File: src/rtl/conway_pkg.sv
// Shared types and B3/S23 rule constants for the Conway rule engine.
package conway_pkg;

  localparam int unsigned CONWAY_NUM_NEIGHBORS = 8;
  localparam int unsigned CONWAY_COUNT_WIDTH   = 4;

  typedef logic [CONWAY_COUNT_WIDTH-1:0] conway_count_t;

  localparam logic [CONWAY_NUM_NEIGHBORS:0] CONWAY_B3S23_BIRTH   = 9'b0_0000_1000;
  localparam logic [CONWAY_NUM_NEIGHBORS:0] CONWAY_B3S23_SURVIVE = 9'b0_0000_1100;

  typedef enum logic {
    ACCUM = 1'b0,
    HOLD  = 1'b1
  } rule_state_t;

endpackage

File: src/rtl/conway_rule_lut.sv
// Combinational birth/survive lookup: (count, cur_state, masks) -> next state.
module conway_rule_lut
  import conway_pkg::*;
#(
  parameter int unsigned NUM_NEIGHBORS = CONWAY_NUM_NEIGHBORS,
  parameter int unsigned COUNT_WIDTH   = CONWAY_COUNT_WIDTH
) (
  input  logic [COUNT_WIDTH-1:0]   count,
  input  logic                     cur_state,
  input  logic [NUM_NEIGHBORS:0]   birth_mask,
  input  logic [NUM_NEIGHBORS:0]   survive_mask,
  output logic                     next_state_c
);

  localparam int unsigned LUT_DEPTH = 2 ** COUNT_WIDTH;

  logic [LUT_DEPTH-1:0] birth_ext;
  logic [LUT_DEPTH-1:0] survive_ext;

  // Masks are widened to the full count range so any count indexes in bounds.
  always_comb begin
    birth_ext    = LUT_DEPTH'(birth_mask);
    survive_ext  = LUT_DEPTH'(survive_mask);
    next_state_c = 1'b0;
    if (count <= COUNT_WIDTH'(NUM_NEIGHBORS)) begin
      next_state_c = cur_state ? survive_ext[count] : birth_ext[count];
    end
  end

endmodule

File: src/rtl/conway_rule_engine.sv
// Bit-serial neighbour accumulator + birth/survive rule, valid/ready in and out.
// Optional macro CONWAY_COUNT_OUT_EN exposes the final neighbour count as out_count.
module conway_rule_engine
  import conway_pkg::*;
#(
  parameter int unsigned             NUM_NEIGHBORS = CONWAY_NUM_NEIGHBORS,
  parameter int unsigned             COUNT_WIDTH   = CONWAY_COUNT_WIDTH,
  parameter logic [NUM_NEIGHBORS:0]  BIRTH_MASK    = CONWAY_B3S23_BIRTH,
  parameter logic [NUM_NEIGHBORS:0]  SURVIVE_MASK  = CONWAY_B3S23_SURVIVE
) (
  input  logic                   clk,
  input  logic                   rst,
  input  logic                   in_valid,
  output logic                   in_ready,
  input  logic                   in_nbr,
  input  logic                   in_last,
  input  logic                   in_cur_state,
  output logic                   out_valid,
  input  logic                   out_ready,
  output logic                   out_next_state,
  output logic                   out_overflow
`ifdef CONWAY_COUNT_OUT_EN
  ,
  output logic [COUNT_WIDTH-1:0] out_count
`endif
);

  localparam int unsigned            SUM_W   = COUNT_WIDTH + 1;
  localparam logic [COUNT_WIDTH-1:0] CNT_MAX = '1;

  rule_state_t            state;
  logic [COUNT_WIDTH-1:0] cnt;
  logic [COUNT_WIDTH-1:0] beats;
  logic                   ovf;

  logic [SUM_W-1:0]       cnt_sum;
  logic [SUM_W-1:0]       beats_sum;
  logic [COUNT_WIDTH-1:0] cnt_sat;
  logic [COUNT_WIDTH-1:0] beats_sat;
  logic                   ovf_next;
  logic                   in_fire;
  logic                   out_fire;
  logic                   lut_next_c;

  // Saturating count/beat increments for the beat being accepted this cycle.
  always_comb begin
    in_fire   = in_valid && in_ready;
    out_fire  = out_valid && out_ready;
    cnt_sum   = {1'b0, cnt} + SUM_W'(in_nbr);
    beats_sum = {1'b0, beats} + SUM_W'(1);
    cnt_sat   = cnt_sum[COUNT_WIDTH] ? CNT_MAX : cnt_sum[COUNT_WIDTH-1:0];
    beats_sat = beats_sum[COUNT_WIDTH] ? CNT_MAX : beats_sum[COUNT_WIDTH-1:0];
    ovf_next  = ovf || (beats_sat > COUNT_WIDTH'(NUM_NEIGHBORS));
  end

  conway_rule_lut #(
    .NUM_NEIGHBORS (NUM_NEIGHBORS),
    .COUNT_WIDTH   (COUNT_WIDTH)
  ) u_lut (
    .count        (cnt_sat),
    .cur_state    (in_cur_state),
    .birth_mask   (BIRTH_MASK),
    .survive_mask (SURVIVE_MASK),
    .next_state_c (lut_next_c)
  );

  // cnt doubles as the held final count while a result is pending.
  always_ff @(posedge clk) begin
    if (rst) begin
      state          <= ACCUM;
      cnt            <= '0;
      beats          <= '0;
      ovf            <= 1'b0;
      in_ready       <= 1'b1;
      out_valid      <= 1'b0;
      out_next_state <= 1'b0;
      out_overflow   <= 1'b0;
    end else begin
      case (state)
        ACCUM: begin
          if (in_fire) begin
            cnt   <= cnt_sat;
            beats <= beats_sat;
            ovf   <= ovf_next;
            if (in_last) begin
              out_next_state <= lut_next_c;
              out_overflow   <= ovf_next;
              out_valid      <= 1'b1;
              in_ready       <= 1'b0;
              state          <= HOLD;
            end
          end
        end
        HOLD: begin
          if (out_fire) begin
            cnt       <= '0;
            beats     <= '0;
            ovf       <= 1'b0;
            out_valid <= 1'b0;
            in_ready  <= 1'b1;
            state     <= ACCUM;
          end
        end
        default: state <= ACCUM;
      endcase
    end
  end

`ifdef CONWAY_COUNT_OUT_EN
  assign out_count = cnt;
`endif

endmodule

File: config.mk
export PLATFORM = sky130hd
export DESIGN_NAME = conway_rule_engine
export DESIGN_NICKNAME = d
export VERILOG_FILES = /design/src/rtl/conway_pkg.sv /design/src/rtl/conway_rule_lut.sv /design/src/rtl/conway_rule_engine.sv
export SDC_FILE = /design/constraint.sdc
export NUM_CORES = 1
export LEC_CHECK = 0
export ABC_AREA = 1
export CAP_MARGIN = 25
export CORE_ASPECT_RATIO = 1.75
export CORE_MARGIN = 5
export CORE_UTILIZATION = 35
export DETAILED_ROUTE_END_ITERATION = 8
export GPL_TIMING_DRIVEN = 0
export HOLD_SLACK_MARGIN = 0.08
export PLACE_DENSITY_LB_ADDON = 0.05
export SLEW_MARGIN = 0
export SYNTH_ARGS = -nofsm -noshare
export SYNTH_HDL_FRONTEND = slang
export SYNTH_HIERARCHICAL = 1
export SYNTH_SLANG_ARGS = --single-unit
File: constraint.sdc
create_clock -name clk -period 2.1 [get_ports clk]
set_input_delay 0.315 -clock clk [delete_from_list [all_inputs] [get_ports clk]]
set_output_delay 0.315 -clock clk [all_outputs]
set_load 0.03 [all_outputs]
==> impl_metrics.json, run 1 <==
{
  "ctsLongestPathBuffers": 2,
  "finClkSkew_ns": 0.00298,
  "grt_pass1_wl_um": 3730,
  "synth_seq_cells": 14,
  "drc_errors": 0,
  "clk_transition_reported_paths_ns": 0.06,
  "fmax_mhz": 518,
  "cp.arrival_ns": 2.07,
  "yosysUniqueCellTypes": 25,
  "gr-usage-all-layers_pct": 11.7,
  "diodes": 0,
  "cts-root-buf": "clkbuf_8",
  "final-hold-violation-count": 0,
  "status": "completed",
  "cts_hold_buf": 0,
  "syn_to_final_growth_pct": 27.9,
  "die_w_um": 49.7,
  "drt_first_pass_iters": 4,
  "critPathSlowestCell": "clkdlybuf4s50_1",
  "synth_cells": 159,
  "rsz0062_at_grt": "false",
  "cp_common_cell": "nand3_1",
  "yosys_warnings": 6,
  "final_core_util_pct": 45.8,
  "cap_viol_max_count": 0,
  "finalWorstSetupSlack_ns": 0.169,
  "drive_above_1_share_pct": 13.2,
  "row_count": 25,
  "start_util_pct": 35.8,
  "syn_avg_cell_area_um2": 6.06,
  "gp_congestion": 0.732,
  "drt-total-wl_um": 2070,
  "setup_viol": 0,
  "htreeDepth": 1,
  "slew_violations": 0,
  "syn_area_um2": 963,
  "synth_area_leader_cell": "dfxtp_1",
  "cts_inserted_buffers": 3,
  "ant_nets": 0,
  "dpl_worst_slack_ns": -0.251,
  "wl_per_cell_um": 9.52,
  "multiInputGateArea_um2": 627,
  "synthTopCellsByArea": "dfxtp_1 29%, nand2_1 23%, inv_1 8.6%",
  "dr_total_vias": 977,
  "hpwl_um": 1700,
  "seq_area_um2": 280,
  "path_max_fanout": 9,
  "crit_end": "out_next_state$_SDFFE_PP0P_",
  "die_h_um": 79.4,
  "max-vdd-ir-drop_uv": 543,
  "nets": 201,
  "power_density_mw_per_mm2": 601,
  "critical_path_required_ns": 2.24,
  "ys_seq_area_share_pct": 29.1,
  "hold_path_class": "register to register",
  "grt_pass1_vias": 931,
  "post-route-period-util_pct": 92.0,
  "r2r-end": "out_next_state$_SDFFE_PP0P_",
  "grt_max_degree": 11,
  "cpPeakStageDelay_ns": 0.40,
  "vias_per_cell": 4.50,
  "rr_worst_depth": 15,
  "min_period_ns": 1.93,
  "layout_commonest_cell": "nand2_1",
  "port-buffer-count": 10,
  "r2r_start": "cnt[0]$_SDFFE_PP0P_",
  "synth.top_cell.area_share_pct": 29.1,
  "antenna_found_initial": 0,
  "die_area_mm2": 0.00394,
  "layout_common_cells": "57 x nand2_1, 22 x inv_1, 18 x conb_1, 16 x nand3_1, 14 x dfxtp_1",
  "fin_tns_setup_ns": 0,
  "io-pin-count": 11,
  "p_leak_uw": 0.000610,
  "p_total_uw": 741,
  "cp-end-kind": "register",
  "clk-insertion-delay-late_ns": 0.24,
  "setup.worst_path.class": "input port to register",
  "fp.coreArea_mm2": 0.00269,
  "startpoint": "in_nbr",
  "nFillCells": 295,
  "drtIter0Drc": 13,
  "tritoncts": "done",
  "worstSetupStartpointType": "input port",
  "grt_overflow": 0,
  "cts.sinks": 14,
  "regToRegSetupSlack_ns": 0.35,
  "crit_chain": "clkdlybuf4s50_1, ha_2, ha_1, nand2_2, nand2_2, buf_6, inv_8, nand2_1, nand3_1, nand3_1, nand3_1, nand2_1, inv_1, nor2_2, o21ai_1, nor2_1"
}
## cell usage after synthesis
master / instances
nand2_1: 60
inv_1: 22
nand3_1: 16
dfxtp_1: 14
a21oi_1: 11
nor2_1: 5
inv_2: 4
o21ai_0: 4
ha_1: 3
conb_1: 2
nand4_1: 2
nor2_2: 2
nor2_4: 2
a31o_2: 1
and2_1: 1
buf_6: 1
clkbuf_1: 1
clkinv_2: 1
inv_8: 1
nand2_2: 1
nand2_4: 1
nand3b_1: 1
o211ai_1: 1
o21ai_2: 1
o22ai_1: 1
## through the flow
step | hold WS [ns] | cell area [µm²] | cells
finish | 0.468 | 1230 | 217
global route | 0.497 | 1230 | 217
CTS | 0.469 | 1210 | 216
detailed placement | 0.459 | 1160 | 212
global placement | 0.454 | 1160 | 212
floorplan | 0.428 | 1020 | 175
## power by group
part / internal (µW) / leakage, µW / switching (µW)
Combinational: 78.1 / 0.000468 / 111
Sequential: 279 / 0.000114 / 13.0
Clock: 166 / 0.0000288 / 94.1
## worst max-delay path: cells and delay by family
kind                       cells  cell delay (ns)
AOI/OAI and AO/OA              1             0.12
adders and majority gates      2             0.41
buffers and inverters          4             0.68
and+or+nand+nor                9             0.54
## flip-flops by register name, summed over array words and instances (netlist names)
register and flops:
out_next_state 1, beats 4, state 1, out_overflow 1
in_ready 1, out_valid 1, ovf 1, cnt 4
## worst min path at each step
stage                     cells past startpoint                    end                 from  slack [ns]
after floorplan                               2  in_ready$_SDFFE_PP1P_                  rst        0.43
after global placement                        2    cnt[0]$_SDFFE_PP0P_  cnt[0]$_SDFFE_PP0P_        0.45
after detailed placement                      2    cnt[0]$_SDFFE_PP0P_  cnt[0]$_SDFFE_PP0P_        0.46
after CTS                                     2    cnt[0]$_SDFFE_PP0P_  cnt[0]$_SDFFE_PP0P_        0.47
after global routing                          2    cnt[0]$_SDFFE_PP0P_  cnt[0]$_SDFFE_PP0P_        0.50
final                                         2    cnt[0]$_SDFFE_PP0P_  cnt[0]$_SDFFE_PP0P_        0.47
## cell type report
| type | count | area share, % |
|---|---|---|
| Sequential cell | 14 | 22.7 |
| Buffer | 2 | 1.22 |
| Timing Repair Buffer | 11 | 8.73 |
| Clock buffer | 4 | 4.47 |
| Inverter | 28 | 9.24 |
| Multi-Input combinational cell | 131 | 50.9 |
| Tap cell | 27 | 2.74 |
## repair_timing
item / CTS / global route
resized for setup: 0 / 6
endpoints found under the setup margin: 0 / 1
buffers inserted: 0 / 1
## metal layers
metal / vias up / track usage (%) / wire length [µm]
met2: 6 / 24.5 / 1260
met1: 432 / 10.5 / 757
met4: 0 / 3.94 / 19
li1: 537 / - / -
met5: - / 0 / 0
met3: 2 / 1.87 / 31
## cells by family after synthesis
kind of cell	count (synthesis)	share of synthesized area, %
and+or+nand+nor	91	41.8
buffers and inverters	30	13.4
AOI/OAI and AO/OA	19	11.0
DFF	14	29.1
adders and majority gates	3	3.90
other	2	0.780
(Power assumes the default switching activity.)
==> run 2: changes to the inputs <==
- CTS_CLUSTER_DIAMETER: not set -> 100
==> results of run 2 <==
Final layout, timing and power as in run 1 (identical DEF).
==> run 3: changes to the inputs <==
- CAP_MARGIN: 25 -> not set
- CORE_UTILIZATION: 35 -> 38
==> run 3 against run 2 <==
Net effect: non-clock buffer count rose by 2; power rose by 1.5%; clock skew fell by 0.0019 ns; first-iteration DRC count fell by 31%; flip-flop and latch count did not move; worst hold slack got worse by 0.0031 ns; critical path type unchanged; combinational power rose by 4%; via count rose by 2.6%.
==> impl_metrics.json, run 3 (synthesized netlist as in run 1, its figures left out) <==
{
  "drt_first_pass_iters": 4,
  "tritoncts": "done",
  "cp-end-kind": "register",
  "fp.coreArea_mm2": 0.00246,
  "hpwl_um": 1630,
  "htreeDepth": 1,
  "status": "completed",
  "gr-usage-all-layers_pct": 13.2,
  "finClkSkew_ns": 0.00112,
  "wl_per_cell_um": 9.54,
  "critical_path_required_ns": 2.24,
  "dr_wl_met2_um": 1260,
  "die_h_um": 76.6,
  "vias_per_cell": 4.60,
  "cp.arrival_ns": 2.09,
  "wl_met3_um": 56,
  "dr_total_vias": 1002,
  "maxUsedRoutingLayer": "met4",
  "path_max_fanout": 9,
  "ctsLongestPathBuffers": 2,
  "finalWorstSetupSlack_ns": 0.155,
  "cap_viol_max_count": 0,
  "top_regs": "beats: 4 flops, cnt: 4 flops",
  "slew_violations": 0,
  "nets": 203,
  "die_w_um": 48.1,
  "antenna_found_initial": 0,
  "hold_path_class": "register to register",
  "setup.worst_path.class": "input port to register",
  "syn_to_final_growth_pct": 29.9,
  "cts-root-buf": "clkbuf_8",
  "drive_above_1_share_pct": 15.1,
  "drtIter0Drc": 9,
  "setup_viol": 0,
  "min_period_ns": 1.94,
  "p_leak_uw": 0.000618,
  "clk-insertion-delay-late_ns": 0.25,
  "post-route-period-util_pct": 92.6,
  "grt_pass1_wl_um": 3590,
  "hold_ws_ns": 0.465,
  "layout_common_cells": "57 x nand2_1, 21 x inv_1, 18 x conb_1, 16 x nand3_1, 14 x dfxtp_1",
  "grt_pass1_vias": 876,
  "power_density_mw_per_mm2": 601,
  "diodes": 0,
  "drc_errors": 0,
  "die_area_mm2": 0.00368,
  "grt_overflow": 0,
  "fmax_mhz": 514,
  "port-buffer-count": 10,
  "io-pin-count": 11,
  "clk_transition_reported_paths_ns": 0.06,
  "cts.sinks": 14,
  "layout_commonest_cell": "nand2_1",
  "cts_inserted_buffers": 3,
  "worstSetupStartpointType": "input port",
  "met1_length_um": 707,
  "dpl_worst_slack_ns": -0.271,
  "grt_max_degree": 11,
  "row_count": 24,
  "ant_nets": 0,
  "drt-total-wl_um": 2080,
  "start_util_pct": 39.1,
  "final-hold-violation-count": 0,
  "gp_congestion": 0.743,
  "max-vdd-ir-drop_uv": 406
}
run 3: changes by cell type in the layout (fill, tap and decap cells not counted), sizes merged:
| cell | delta |
|---|---|
| buf | +2 |
run 3: routing by layer:
metal	up-vias	GRT usage, %
met4	0	6.47
met1	441	13.2
met3	5	2.13
met2	11	23.7
li1	545	-
met5	-	0
run 3: repair_timing:
action / in CTS / in global routing
gates cloned: 0 / 1
pin swaps: 0 / 1
setup endpoints to repair: 1 / 1
hold buffers: 0 / 0
gates resized for setup: 1 / 8
buffers inserted: 0 / 2
run 3: report_power, final:
group	internal [µW]	switching [µW]
Combinational	81.7	115
Sequential	279	12.5
Clock	166	96.9
run 3: worst paths after layout:
kind,startpoint,to,slack [ns],cells after the start
hold reg to reg,cnt[0]$_SDFFE_PP0P_,cnt[0]$_SDFFE_PP0P_,0.47,2
setup reg to reg,cnt[0]$_SDFFE_PP0P_,out_next_state$_SDFFE_PP0P_,0.34,15
setup / recovery,in_nbr,out_next_state$_SDFFE_PP0P_,0.16,16
hold / removal,cnt[0]$_SDFFE_PP0P_,cnt[0]$_SDFFE_PP0P_,0.47,2
run 3: critical path: stages:
cell and delay (ns):
clkdlybuf4s50_1 0.41, ha_2 0.19, ha_2 0.18, nand2_2 0.10, nand2_4 0.07, buf_6 0.14, inv_8 0.07, nand2_1 0.05
nand3_1 0.07, nand3_1 0.08, nand3_1 0.08, nand2_1 0.05, inv_1 0.07, nor2_2 0.04, o21ai_1 0.13, nor2_1 0.05
run 3: through the flow:
step	setup TNS, ns	cell area [µm²]	power (µW)	utilization (%)	instances
2_1_floorplan	0	1020	429	-	175
3_3_place_gp	-0.246	1160	476	47.0	211
4_1_cts	0	1210	747	49.2	215
6_report	0	1250	752	50.8	218
5_1_grt	-0.0319	1250	806	50.8	218
3_5_place_dp	-0.271	1160	478	47.0	211
run 3: final cells by class:
type | count | area (µm²)
Inverter | 28 | 114
Timing Repair Buffer | 13 | 120
Buffer | 2 | 15.0
Sequential cell | 14 | 280
Fill cell | 266 | 1210
Clock buffer | 4 | 55.1
Multi-Input combinational cell | 131 | 634
Tap cell | 26 | 32.5
